### config.mk
export PLATFORM = sky130hd
export DESIGN_NAME = hazard_ctrl
export DESIGN_NICKNAME = d
export VERILOG_FILES = /design/src/rtl/mips_pkg.sv /design/src/rtl/load_use_detect.sv /design/src/rtl/hazard_ctrl.sv
export SDC_FILE = /design/constraint.sdc
export NUM_CORES = 1
export LEC_CHECK = 0
export BUFFER_PORTS_ARGS = -buffer_cell sky130_fd_sc_hd__buf_2
export CORE_ASPECT_RATIO = 0.6
export CORE_UTILIZATION = 52
export DETAILED_ROUTE_END_ITERATION = 10
export PLACE_DENSITY = 0.79
export SLEW_MARGIN = 20
export SYNTH_ARGS = -nofsm -noshare
export SYNTH_HDL_FRONTEND = slang
export SYNTH_HIERARCHICAL = 1
export SYNTH_SLANG_ARGS = --single-unit
### constraint.sdc
create_clock -name clk -period 2.9 [get_ports clk]
set_input_delay 0.435 -clock clk [delete_from_list [all_inputs] [get_ports clk]]
set_output_delay 0.435 -clock clk [all_outputs]
set_load 0.02 [all_outputs]
### src/rtl/mips_pkg.sv
// Shared types and constants for the MIPS pipeline control logic.
package mips_pkg;

  typedef enum logic [1:0] {
    RUN,
    LOAD_STALL,
    MEM_WAIT
  } hz_state_t;

  localparam logic [4:0] REG_ZERO = 5'd0;

endpackage

### src/rtl/load_use_detect.sv
// Load-use hazard compare: the load in ID_EXE writes a register that the ID instruction reads.
module load_use_detect
  import mips_pkg::*;
(
  input  logic [4:0] id_rs_i,
  input  logic [4:0] id_rt_i,
  input  logic       id_uses_rt_i,
  input  logic       id_exe_mem_read_i,
  input  logic [4:0] id_exe_rt_i,
  output logic       hz_o
);

  // $zero is never a real dependency, so a load targeting it cannot cause a stall.
  assign hz_o = id_exe_mem_read_i && (id_exe_rt_i != REG_ZERO) &&
                ((id_exe_rt_i == id_rs_i) || (id_uses_rt_i && (id_exe_rt_i == id_rt_i)));

endmodule

### src/rtl/hazard_ctrl.sv
// Pipeline sequencer: load-use bubbles, branch flushes, memory-busy freeze, event counters.
module hazard_ctrl
  import mips_pkg::*;
#(
  parameter int unsigned LOAD_STALL_CYCLES = 1,
  parameter int unsigned CNT_W             = 16
) (
  input  logic             clk,
  input  logic             rst,
  input  logic [4:0]       id_rs,
  input  logic [4:0]       id_rt,
  input  logic             id_uses_rt,
  input  logic             id_exe_mem_read,
  input  logic [4:0]       id_exe_rt,
  input  logic             exe_branch_taken,
  input  logic             mem_busy,
  output logic             pc_write,
  output logic             if_id_write,
  output logic             if_id_flush,
  output logic             id_exe_write,
  output logic             id_exe_bubble,
  output logic             exe_mem_write,
  output logic [CNT_W-1:0] stall_cnt,
  output logic [CNT_W-1:0] flush_cnt
);

  localparam logic [2:0] StallInit = 3'(LOAD_STALL_CYCLES - 1);

  hz_state_t        state_q, state_d;
  hz_state_t        ret_state_q, ret_state_d;
  hz_state_t        eff_state;
  logic [2:0]       stall_left_q, stall_left_d;
  logic [CNT_W-1:0] stall_cnt_q, stall_cnt_d;
  logic [CNT_W-1:0] flush_cnt_q, flush_cnt_d;
  logic             hz;

  load_use_detect u_load_use_detect (
    .id_rs_i          (id_rs),
    .id_rt_i          (id_rt),
    .id_uses_rt_i     (id_uses_rt),
    .id_exe_mem_read_i(id_exe_mem_read),
    .id_exe_rt_i      (id_exe_rt),
    .hz_o             (hz)
  );

  always_ff @(posedge clk) begin
    if (!rst) begin
      state_q      <= RUN;
      ret_state_q  <= RUN;
      stall_left_q <= 3'd0;
      stall_cnt_q  <= '0;
      flush_cnt_q  <= '0;
    end else begin
      state_q      <= state_d;
      ret_state_q  <= ret_state_d;
      stall_left_q <= stall_left_d;
      stall_cnt_q  <= stall_cnt_d;
      flush_cnt_q  <= flush_cnt_d;
    end
  end

  always_comb begin
    pc_write      = 1'b1;
    if_id_write   = 1'b1;
    if_id_flush   = 1'b0;
    id_exe_write  = 1'b1;
    id_exe_bubble = 1'b0;
    exe_mem_write = 1'b1;
    state_d       = state_q;
    ret_state_d   = ret_state_q;
    stall_left_d  = stall_left_q;
    stall_cnt_d   = stall_cnt_q;
    flush_cnt_d   = flush_cnt_q;
    // Leaving MEM_WAIT, the cycle behaves as the state that was frozen.
    eff_state     = (state_q == MEM_WAIT) ? ret_state_q : state_q;

    if (!rst) begin
      pc_write      = 1'b0;
      if_id_write   = 1'b0;
      if_id_flush   = 1'b1;
      id_exe_bubble = 1'b1;
      state_d       = RUN;
      ret_state_d   = RUN;
      stall_left_d  = 3'd0;
      stall_cnt_d   = '0;
      flush_cnt_d   = '0;
    end else if (mem_busy) begin
      pc_write      = 1'b0;
      if_id_write   = 1'b0;
      id_exe_write  = 1'b0;
      exe_mem_write = 1'b0;
      if (state_q != MEM_WAIT) ret_state_d = state_q;
      state_d = MEM_WAIT;
    end else if (exe_branch_taken) begin
      if_id_flush   = 1'b1;
      id_exe_bubble = 1'b1;
      stall_left_d  = 3'd0;
      state_d       = RUN;
      if (flush_cnt_q != '1) flush_cnt_d = flush_cnt_q + CNT_W'(1);
    end else if ((eff_state == LOAD_STALL) || ((eff_state == RUN) && hz)) begin
      pc_write      = 1'b0;
      if_id_write   = 1'b0;
      id_exe_bubble = 1'b1;
      if (stall_cnt_q != '1) stall_cnt_d = stall_cnt_q + CNT_W'(1);
      if (eff_state == LOAD_STALL) begin
        if (stall_left_q <= 3'd1) begin
          stall_left_d = 3'd0;
          state_d      = RUN;
        end else begin
          stall_left_d = stall_left_q - 3'd1;
          state_d      = LOAD_STALL;
        end
      end else if (LOAD_STALL_CYCLES > 1) begin
        stall_left_d = StallInit;
        state_d      = LOAD_STALL;
      end else begin
        state_d = RUN;
      end
    end else begin
      state_d = RUN;
    end
  end

  assign stall_cnt = stall_cnt_q;
  assign flush_cnt = flush_cnt_q;

endmodule
==> results of run 1 <==
[through the flow]
stage	area, µm²	setup slack (ps)	cells
after floorplan	2130	215	250
after global placement	2410	461	345
after detailed placement	2410	387	345
after CTS	2500	427	353
after global routing	2500	266	353
final	2500	408	353
[area by class of cell]
| cell class | instances | area (µm²) |
|---|---|---|
| well taps | 47 | 58.8 |
| inverters | 9 | 33.8 |
| multi-input cells | 191 | 1240 |
| fillers | 346 | 1290 |
| flip-flops and latches | 39 | 781 |
| clock buffers | 7 | 76.3 |
| repair buffers | 59 | 298 |
| clock inverters | 1 | 5.00 |
[cells by family (layout without fill, tap and decap cells)]
kind of cell    count (synthesis)  after routing  synth area share
simple gates                  122            122             0.313
buf+inv                        20             76            0.0505
mux                             7              7            0.0329
fa+ha+maj                       4              4            0.0235
compound gates                 31             31             0.103
flops                          39             39             0.366
xor+xnor                       27             27             0.111
[cells in the final DEF (no fill, tap or decap), types with 4 or more instances in the layout]
cell type / synthesis / routed
nand3_1: 13 / 13
clkbuf_8: 0 / 5
nand4_1: 11 / 11
nand2b_1: 8 / 8
xor2_1: 17 / 17
nor4_1: 5 / 5
mux2i_1: 7 / 7
buf_2: 2 / 58
xnor2_1: 10 / 10
inv_1: 8 / 8
a21oi_1: 4 / 4
dfxtp_1: 39 / 39
and3_1: 11 / 11
nand2_1: 16 / 16
ha_1: 4 / 4
nor2_1: 32 / 32
nor3_1: 7 / 7
[critical path, cell delays in order]
cell and delay (ps):
buf_2 120, or4_1 520, o21ai_1 140, a21oi_1 60, a211o_1 280, nand2_1 90, nor2_1 40, nor3_1 170
buf_2 210
[registers in the layout, indices dropped and copies added, names as in the netlist]
register      flops
ret_state_q       2
stall_left_q      3
stall_cnt        16
state_q           2
flush_cnt        16
[per-layer routing]
| layer | share of wire | vias up |
|---|---|---|
| met5 | 0 | - |
| met4 | 0.0063 | 0 |
| met3 | 0.056 | 3 |
| met2 | 0.39 | 61 |
| met1 | 0.55 | 903 |
| li1 | - | 995 |
[path summary, 6_finish.rpt]
| check | startpoint | to |
|---|---|---|
| setup / recovery | id_exe_rt[1] | if_id_write |
| hold / removal | flush_cnt[7] | flush_cnt[7] |
| setup reg to reg | flush_cnt[0] | flush_cnt[9] |
| hold reg to reg | flush_cnt[7] | flush_cnt[7] |
[power groups by stage]
stage	Clock, W	Sequential, W	Combinational (W)
finish	0.000352	0.000541	0.0000818
global route	0.000386	0.000542	0.0000903
CTS	0.000363	0.000541	0.0000820
detailed placement	0	0.000554	0.0000819
global placement	0	0.000554	0.0000808
floorplan	0	0.000556	0.0000525
==> metrics.md, run 1 <==
| Metric | Value |
|---|---|
| Final hold vios | `0` |
| Cell depth of the worst flop-to-flop path | `6` |
| Met3 Usage GRT | `0.0492` |
| Total number of vias | `roughly 2,000` |
| Average wire per standard cell | `approximately 13 µm` |
| Commonest register cell after synthesis | `dfxtp_1` |
| Gate power share | `0.084` |
| Setup Buffers After CTS | `0` |
| Synth async-reset ratio | `0` |
| First-pass GRT wire length | `7850 µm` |
| H-tree lvl count | `2` |
| Reg2Reg Setup Slack | `around 800 ps` |
| Maxcap violations | `0` |
| GPL Wtd Cong | `0.787` |
| Routed Antenna Nets | `0` |
| End-of-flow core utilization | `0.659` |
| WP data arrival | `2060 ps` |
| Clk_skew | `6.66 ps` |
| Mapped Nets | `275` |
| Post-layout min period | `~2500 ps` |
| Cell Int Power | `between 0.0007 and 0.0008 W` |
| Post-synthesis cell type count | `51` |
| CTS Buf Count | `5` |
| Clk pin slew, worst setup/hold paths | `70 ps` |
| Yosys reg bits | `39` |
| 1st-pass router iterations | `6` |
| TritonCTS clock tree | `built` |
| Avg Inst Size Synth | `approximately 8.5 µm²` |
| Number of buffers inserted by hold repair at cts | `0` |
| Final hold slack | `around 500 ps` |
| WHS Path Cells | `2` |
| Vias per std cell | `5.56` |
| Largest net degree at the start of global routing | `25` |
| WL final | `around 4600 µm` |
| I/O pin count | `59` |
| Final #Nets | `330` |
| Gr usage total | `0.230` |
| DRC viols | `0` |
| Cell area after synthesis | `0.00213 mm²` |
| 1st-iter DRT viols | `148` |
| EDFF count, synth | `0` |
| Sw Pwr | `~0.00024 W` |
| Sequential share of the synthesized area | `0.366` |
| HP Class | `flip-flop to flip-flop` |
| CTS Buffer Depth | `2` |
| Grt met1 use | `0.339` |
| Row Count | `17` |
| Grt met2 use | `0.320` |
| Core box area | `0.00379 mm²` |
| Worst-Margin Slew | `just under 600 ps` |
| CP endpoint kind | `output pin` |
| Clk pwr share | `0.361` |
| Max Freq | `approximately 400 MHz` |
| CP Max Fanout | `3` |
| PD cells | `about 400 mW/mm²` |
| Status | `complete, no violations` |
| Area contributors post-synth | `dfxtp_1 (37%), xor2_1 (7.0%), nor2_1 (5.6%)` |
| Post-route clock period utilization | `0.859` |
| Overall power | `~0.001 W` |
| Crit Path Class | `primary input to output pin` |
| Slew headroom | `0.609` |
| Grt total ovfl | `0` |
| Die Footprint | `~0.0044 mm²` |
| Synth area leader | `dfxtp_1` |
| Setup crit start kind | `primary input` |
| Clock sink count | `39` |
| CTS resizes | `0` |
| Die height | `~52 µm` |
| Sum of negative setup slack | `0 ps` |
| Inserted Diodes | `0` |
| Clock latency at the later pin of the worst-skew pair | `290 ps` |
| Initial Util | `0.563` |
| Unrepaired setup endpoints after global routing | `no` |
| Final count of negative-setup-slack endpoints | `0` |
| Clock Tree Root | `clkbuf_8` |
| PortBufs | `58` |
| Area grow syn2layout | `17.1%` |
| Maximum VDD drop | `0.177 mV` |
| Initial antenna violation count | `0` |
| Fin. max-slew vios | `0` |
| DP HPWL | `3390 µm` |
| Number of global-route vias before repair | `1,688` |
| Critical Path RT | `2470 ps` |
| Gr busiest metal | `met1` |
| Chip Width | `approximately 85 µm` |
| LEAKAGE | `about 1.1 nW` |
| Layout cells sized above 1 | `0.242` |
| Sequential share of power | `0.555` |
| Yosys top cell area share | `0.366` |
| Switching Fraction | `0.243` |
| Count leader, synth | `dfxtp_1` |
| Mapped Cells | `250` |
| Synth warnings | `6` |
| Post-synth top cells | `dfxtp_1 (39), nor2_1 (32), xor2_1 (17)` |
Note: power is estimated with default switching activity, not from simulation.
==> inputs of run 2 (changes only) <==
Clock period 2.9 ns to 2.65 ns, I/O delays scaled along.
==> run 2 against run 1 <==
The flow now finishes with violations (DRC). Combinational power increased by 9.7%. Non-clock buffer count rose by 1. First-iteration DRC count shrank 28%. Count of clock-buffer cells in the layout fell by 1. Critical path depth stayed put. Critical path type unchanged. Largest power group unchanged.
==> metrics.md, run 2 (synthesized netlist as in run 1, its figures left out) <==
| Metric | Value |
|---|---|
| Status | `complete, but fails checks` |
| Violated checks | `DRC` |
| Final hold slack | `around 470 ps` |
| Worst-Margin Slew | `around 500 ps` |
| Clock sink count | `39` |
| Gr usage total | `0.228` |
| Largest net degree at the start of global routing | `25` |
| Most common cell after layout, fill and taps aside | `buf_2` |
| LEAKAGE | `~1.1 nW` |
| Clk pin slew, worst setup/hold paths | `80 ps` |
| Die height | `approximately 52 µm` |
| Initial Util | `0.563` |
| DP HPWL | `3580 µm` |
| PD cells | `471 mW/mm²` |
| Most frequent cells in the layout | `buf_2 (58), dfxtp_1 (39), nor2_1 (32), xor2_1 (17), nand2_1 (16)` |
| Sum of negative setup slack | `0 ps` |
| Total number of vias | `roughly 2,000` |
| Vias per std cell | `approximately 5.6` |
| Chip Width | `approximately 85 µm` |
| Design area | `0.00254 mm²` |
| Setup Buffers After CTS | `0` |
| Inserted Diodes | `0` |
| CP endpoint kind | `output pin` |
| Max Freq | `approximately 410 MHz` |
| WP data arrival | `2020 ps` |
| First-pass GRT wire length | `7710 µm` |
| Setup crit start kind | `primary input` |
| Maxcap violations | `0` |
| 1st-iter DRT viols | `106` |
| HP Class | `primary input to flip-flop` |
| M1 WL | `approximately 2500 µm` |
| Final #Nets | `about 330` |
| CTS Buf Count | `5` |
| PortBufs | `58` |
| DRC viols | `2` |
| Post-layout min period | `between 2000 and 2500 ps` |
| Maximum VDD drop | `approximately 0.19 mV` |
| Row Count | `17` |
| Met3 routed WL | `~290 µm` |
| CP Max Fanout | `3` |
| Initial antenna violation count | `0` |
| Final count of negative-setup-slack endpoints | `0` |
| Clock latency at the later pin of the worst-skew pair | `between 200 and 300 ps` |
| Post-route clock period utilization | `0.914` |
| Core box area | `~0.0038 mm²` |
| CTS Buffer Depth | `2` |
| Critical Path RT | `between 2000 and 2500 ps` |
| Routed Antenna Nets | `0` |
| Fin. max-slew vios | `0` |
| Grt total ovfl | `0` |
| Layout cells sized above 1 | `0.251` |
| Die Footprint | `0.00437 mm²` |
| I/O pin count | `59` |
| Met2 routed WL | `between 1500 and 2000 µm` |
| Top sig layer | `met4` |
| Final hold vios | `0` |
| Number of buffers inserted by hold repair at cts | `0` |
| End-of-flow core utilization | `0.671` |
| Placed cell areas | `between 0.002 and 0.0025 mm²` |
| Slew headroom | `0.666` |
| Clk_skew | `roughly 4.4 ps` |
| 1st-pass router iterations | `10` |
| CTS resizes | `0` |
| H-tree lvl count | `2` |
| Number of global-route vias before repair | `between 1,500 and 2,000` |
| WL final | `between 4000 and 5000 µm` |
| Average wire per standard cell | `about 13 µm` |
| Crit Path Class | `primary input to output pin` |
| Clock Tree Root | `clkbuf_8` |
| GPL Wtd Cong | `~0.80` |
| Area grow syn2layout | `19.1%` |
| Unrepaired setup endpoints after global routing | `no` |
| TritonCTS clock tree | `built` |
==> run 2: worst paths after layout <==
check                             startpoint            to  slack [ps]  cells after the start
worst min register to register  flush_cnt[7]  flush_cnt[7]         490                      2
worst max-delay path            id_exe_rt[1]      pc_write         230                      9
worst min-delay path                mem_busy    state_q[1]         470                      3
worst max register to register  flush_cnt[0]  flush_cnt[8]         690                      6
==> run 2: metal layers <==
metal / up-vias / GRT usage
met3: 6 / 0.0460
met2: 63 / 0.331
met5: - / 0
met4: 0 / 0.0876
met1: 913 / 0.332
li1: 1006 / -
==> run 2: layout make-up <==
type                            instances  area (µm²)
Sequential cell                        39         781
Timing Repair Buffer                   60         305
Multi-Input combinational cell        191        1240
Tap cell                               47        58.8
Clock buffer                            6        82.6
Inverter                                9        33.8
Clock inverter                          2        35.0
Fill cell                             322        1250
==> run 2: worst max-delay path, cell delays in order <==
cell and delay [ps]:
buf_2 130, or4_1 520, o21ai_1 130, a21oi_1 60
a211o_1 280, nand2_1 90, nor2_1 40, nor3_1 170
buf_2 200
==> run 2: report_power, final <==
part / internal (W) / switching, W / leakage [nW]
clock network: 0.000305 / 0.000208 / 0.0612
registers: 0.000588 / 0.00000434 / 0.314
logic: 0.0000350 / 0.0000547 / 0.764
total: 0.000928 / 0.000267 / 1.14
==> run 2: stage by stage <==
step / setup slack [ps] / instances / total power [W]
2_1_floorplan: 40.3 / 250 / 0.000665
3_3_place_gp: 250 / 346 / 0.000694
3_5_place_dp: 154 / 346 / 0.000696
4_1_cts: 227 / 354 / 0.00120
5_1_grt: 93.4 / 354 / 0.00124
6_report: 228 / 354 / 0.00120
==> inputs of run 3 (changes only) <==
Settings changed: CORE_ASPECT_RATIO 0.6 to 2.
==> run 3 against run 2 <==
The flow now finishes without violations. Final area decreased by 0.79%. Power fell by 6.1%. Count of clock-buffer cells in the layout rose by 2. Fmax hardly changed. Sequential share of layout area rose by 0.24 points. Highest routed layer unchanged. Wire length rose by 1.8%. Global-route usage grew 1.2 points.
==> metrics.md, run 3 (synthesized netlist as in run 1, its figures left out) <==
| Metric | Value |
|---|---|
| Routed Antenna Nets | `0` |
| Sum of negative setup slack | `0 ps` |
| 1st-iter DRT viols | `around 40` |
| Unrepaired setup endpoints after global routing | `no` |
| Total number of vias | `2,014` |
| Most common cell after layout, fill and taps aside | `buf_2` |
| Post-layout min period | `approximately 2400 ps` |
| Setup Buffers After CTS | `0` |
| HP Class | `primary input to flip-flop` |
| Final #Nets | `330` |
| Clock sink count | `39` |
| CTS Buf Count | `5` |
| Reg2Reg Setup Slack | `between 600 and 700 ps` |
| Layout cells sized above 1 | `0.245` |
| DRC viols | `0` |
| Die height | `around 90 µm` |
| Crit-path cells | `buf_2, or4_1, o21ai_1, a21oi_1, a211o_1, nand2_1, nor2_1, nor3_1, buf_2` |
| 1st-pass router iterations | `4` |
| Pre-CTS setup slack | `approximately 220 ps` |
| Max Freq | `slightly above 400 MHz` |
| Most frequent CP cell | `buf_2` |
| Design area | `about 0.0025 mm²` |
| End-of-flow core utilization | `0.649` |
| Setup crit start kind | `primary input` |
| Number of global-route vias before repair | `around 1,800` |
| Grt total ovfl | `0` |
| DP HPWL | `about 3500 µm` |
| PD cells | `around 450 mW/mm²` |
| LEAKAGE | `1.12 nW` |
| Core box area | `0.00388 mm²` |
| Final hold vios | `0` |
| Clock Tree Root | `clkbuf_8` |
| Most frequent cells in the layout | `buf_2 (58), dfxtp_1 (39), nor2_1 (32), xor2_1 (17), nand2_1 (16)` |
| Chip Width | `~47 µm` |
| PortBufs | `58` |
| I/O pin count | `59` |
| Vias per std cell | `around 5.6` |
| Area grow syn2layout | `18.2%` |
| Row Count | `32` |
| Final count of negative-setup-slack endpoints | `0` |
| Clk_skew | `6.67 ps` |
| Placed cell areas | `roughly 0.0024 mm²` |
| Largest net degree at the start of global routing | `25` |
| Average wire per standard cell | `between 10 and 15 µm` |
| H-tree lvl count | `2` |
| Maximum VDD drop | `approximately 0.56 mV` |
| Slowest stage cell on the critical path | `or4_1` |
| Post-route clock period utilization | `0.913` |
| Worst-Margin Slew | `approximately 570 ps` |
| Initial Util | `0.549` |
| Inserted Diodes | `0` |
| CP endpoint kind | `output pin` |
| Gr usage total | `0.239` |
| CP Max Fanout | `3` |
| CTS resizes | `0` |
| CP peak stage delay | `around 520 ps` |
| Status | `complete, no violations` |
| GPL Wtd Cong | `approximately 0.86` |
| Maxcap violations | `0` |
| First-pass GRT wire length | `7660 µm` |
| Die Footprint | `approximately 0.0044 mm²` |
| Number of buffers inserted by hold repair at cts | `0` |
| Initial antenna violation count | `0` |
| TritonCTS clock tree | `built` |
| Fin. max-slew vios | `0` |
| Clk pin slew, worst setup/hold paths | `roughly 70 ps` |
| Crit Path Class | `primary input to output pin` |
| Clock latency at the later pin of the worst-skew pair | `approximately 290 ps` |
| WP data arrival | `about 2000 ps` |
| WL final | `between 4000 and 5000 µm` |
| Slew headroom | `0.618` |
| Final worst slack | `230 ps` |
| CTS Buffer Depth | `2` |
| Critical Path RT | `~2300 ps` |
| Overall power | `between 0.001 and 0.0015 W` |
## run 3: cell types whose count changed in the layout (fill, tap and decap cells not counted)
cell and delta:
clkbuf_8 +1, clkinv_2 -1, clkbuf_1 +1, buf_4 -1
bufinv_16 -1
## run 3: through the flow
step,cells,hold slack (ps)
after CTS,357,441
after detailed placement,349,500
after global routing,357,468
after global placement,349,483
after floorplan,250,469
final,357,448
## run 3: final timing paths
path	startpoint	to	cells past startpoint
worst min-delay path	mem_busy	state_q[1]	3
worst min register to register	stall_cnt[13]	stall_cnt[13]	2
worst max register to register	flush_cnt[0]	flush_cnt[0]	6
worst max-delay path	id_exe_rt[1]	if_id_write	9
## run 3: critical path, delay by kind of cell
kind	cells	cell delay, ps
buf+inv	2	330
compound gates	3	470
simple gates	4	820
## run 3: area by class of cell
class / instances / area (µm²)
clock buffers: 8 / 100
inverters: 9 / 33.8
multi-input cells: 191 / 1240
flip-flops and latches: 39 / 781
fillers: 354 / 1360
repair buffers: 59 / 298
well taps: 51 / 63.8
## run 3: power by group
| group | internal, W | switching [W] | total, W |
|---|---|---|---|
| clock | 0.000238 | 0.000201 | 0.000439 |
| combinational | 0.0000351 | 0.0000565 | 0.0000917 |
| sequential | 0.000589 | 0.00000400 | 0.000593 |
| total | 0.000861 | 0.000261 | 0.00112 |
## run 3: layer usage
metal	share of wire	wire, µm	global-route usage
met1	0.38	1850	0.251
met2	0.54	2620	0.422
met3	0.047	225	0.0390
met4	0.028	134	0.117
met5	0	0	0
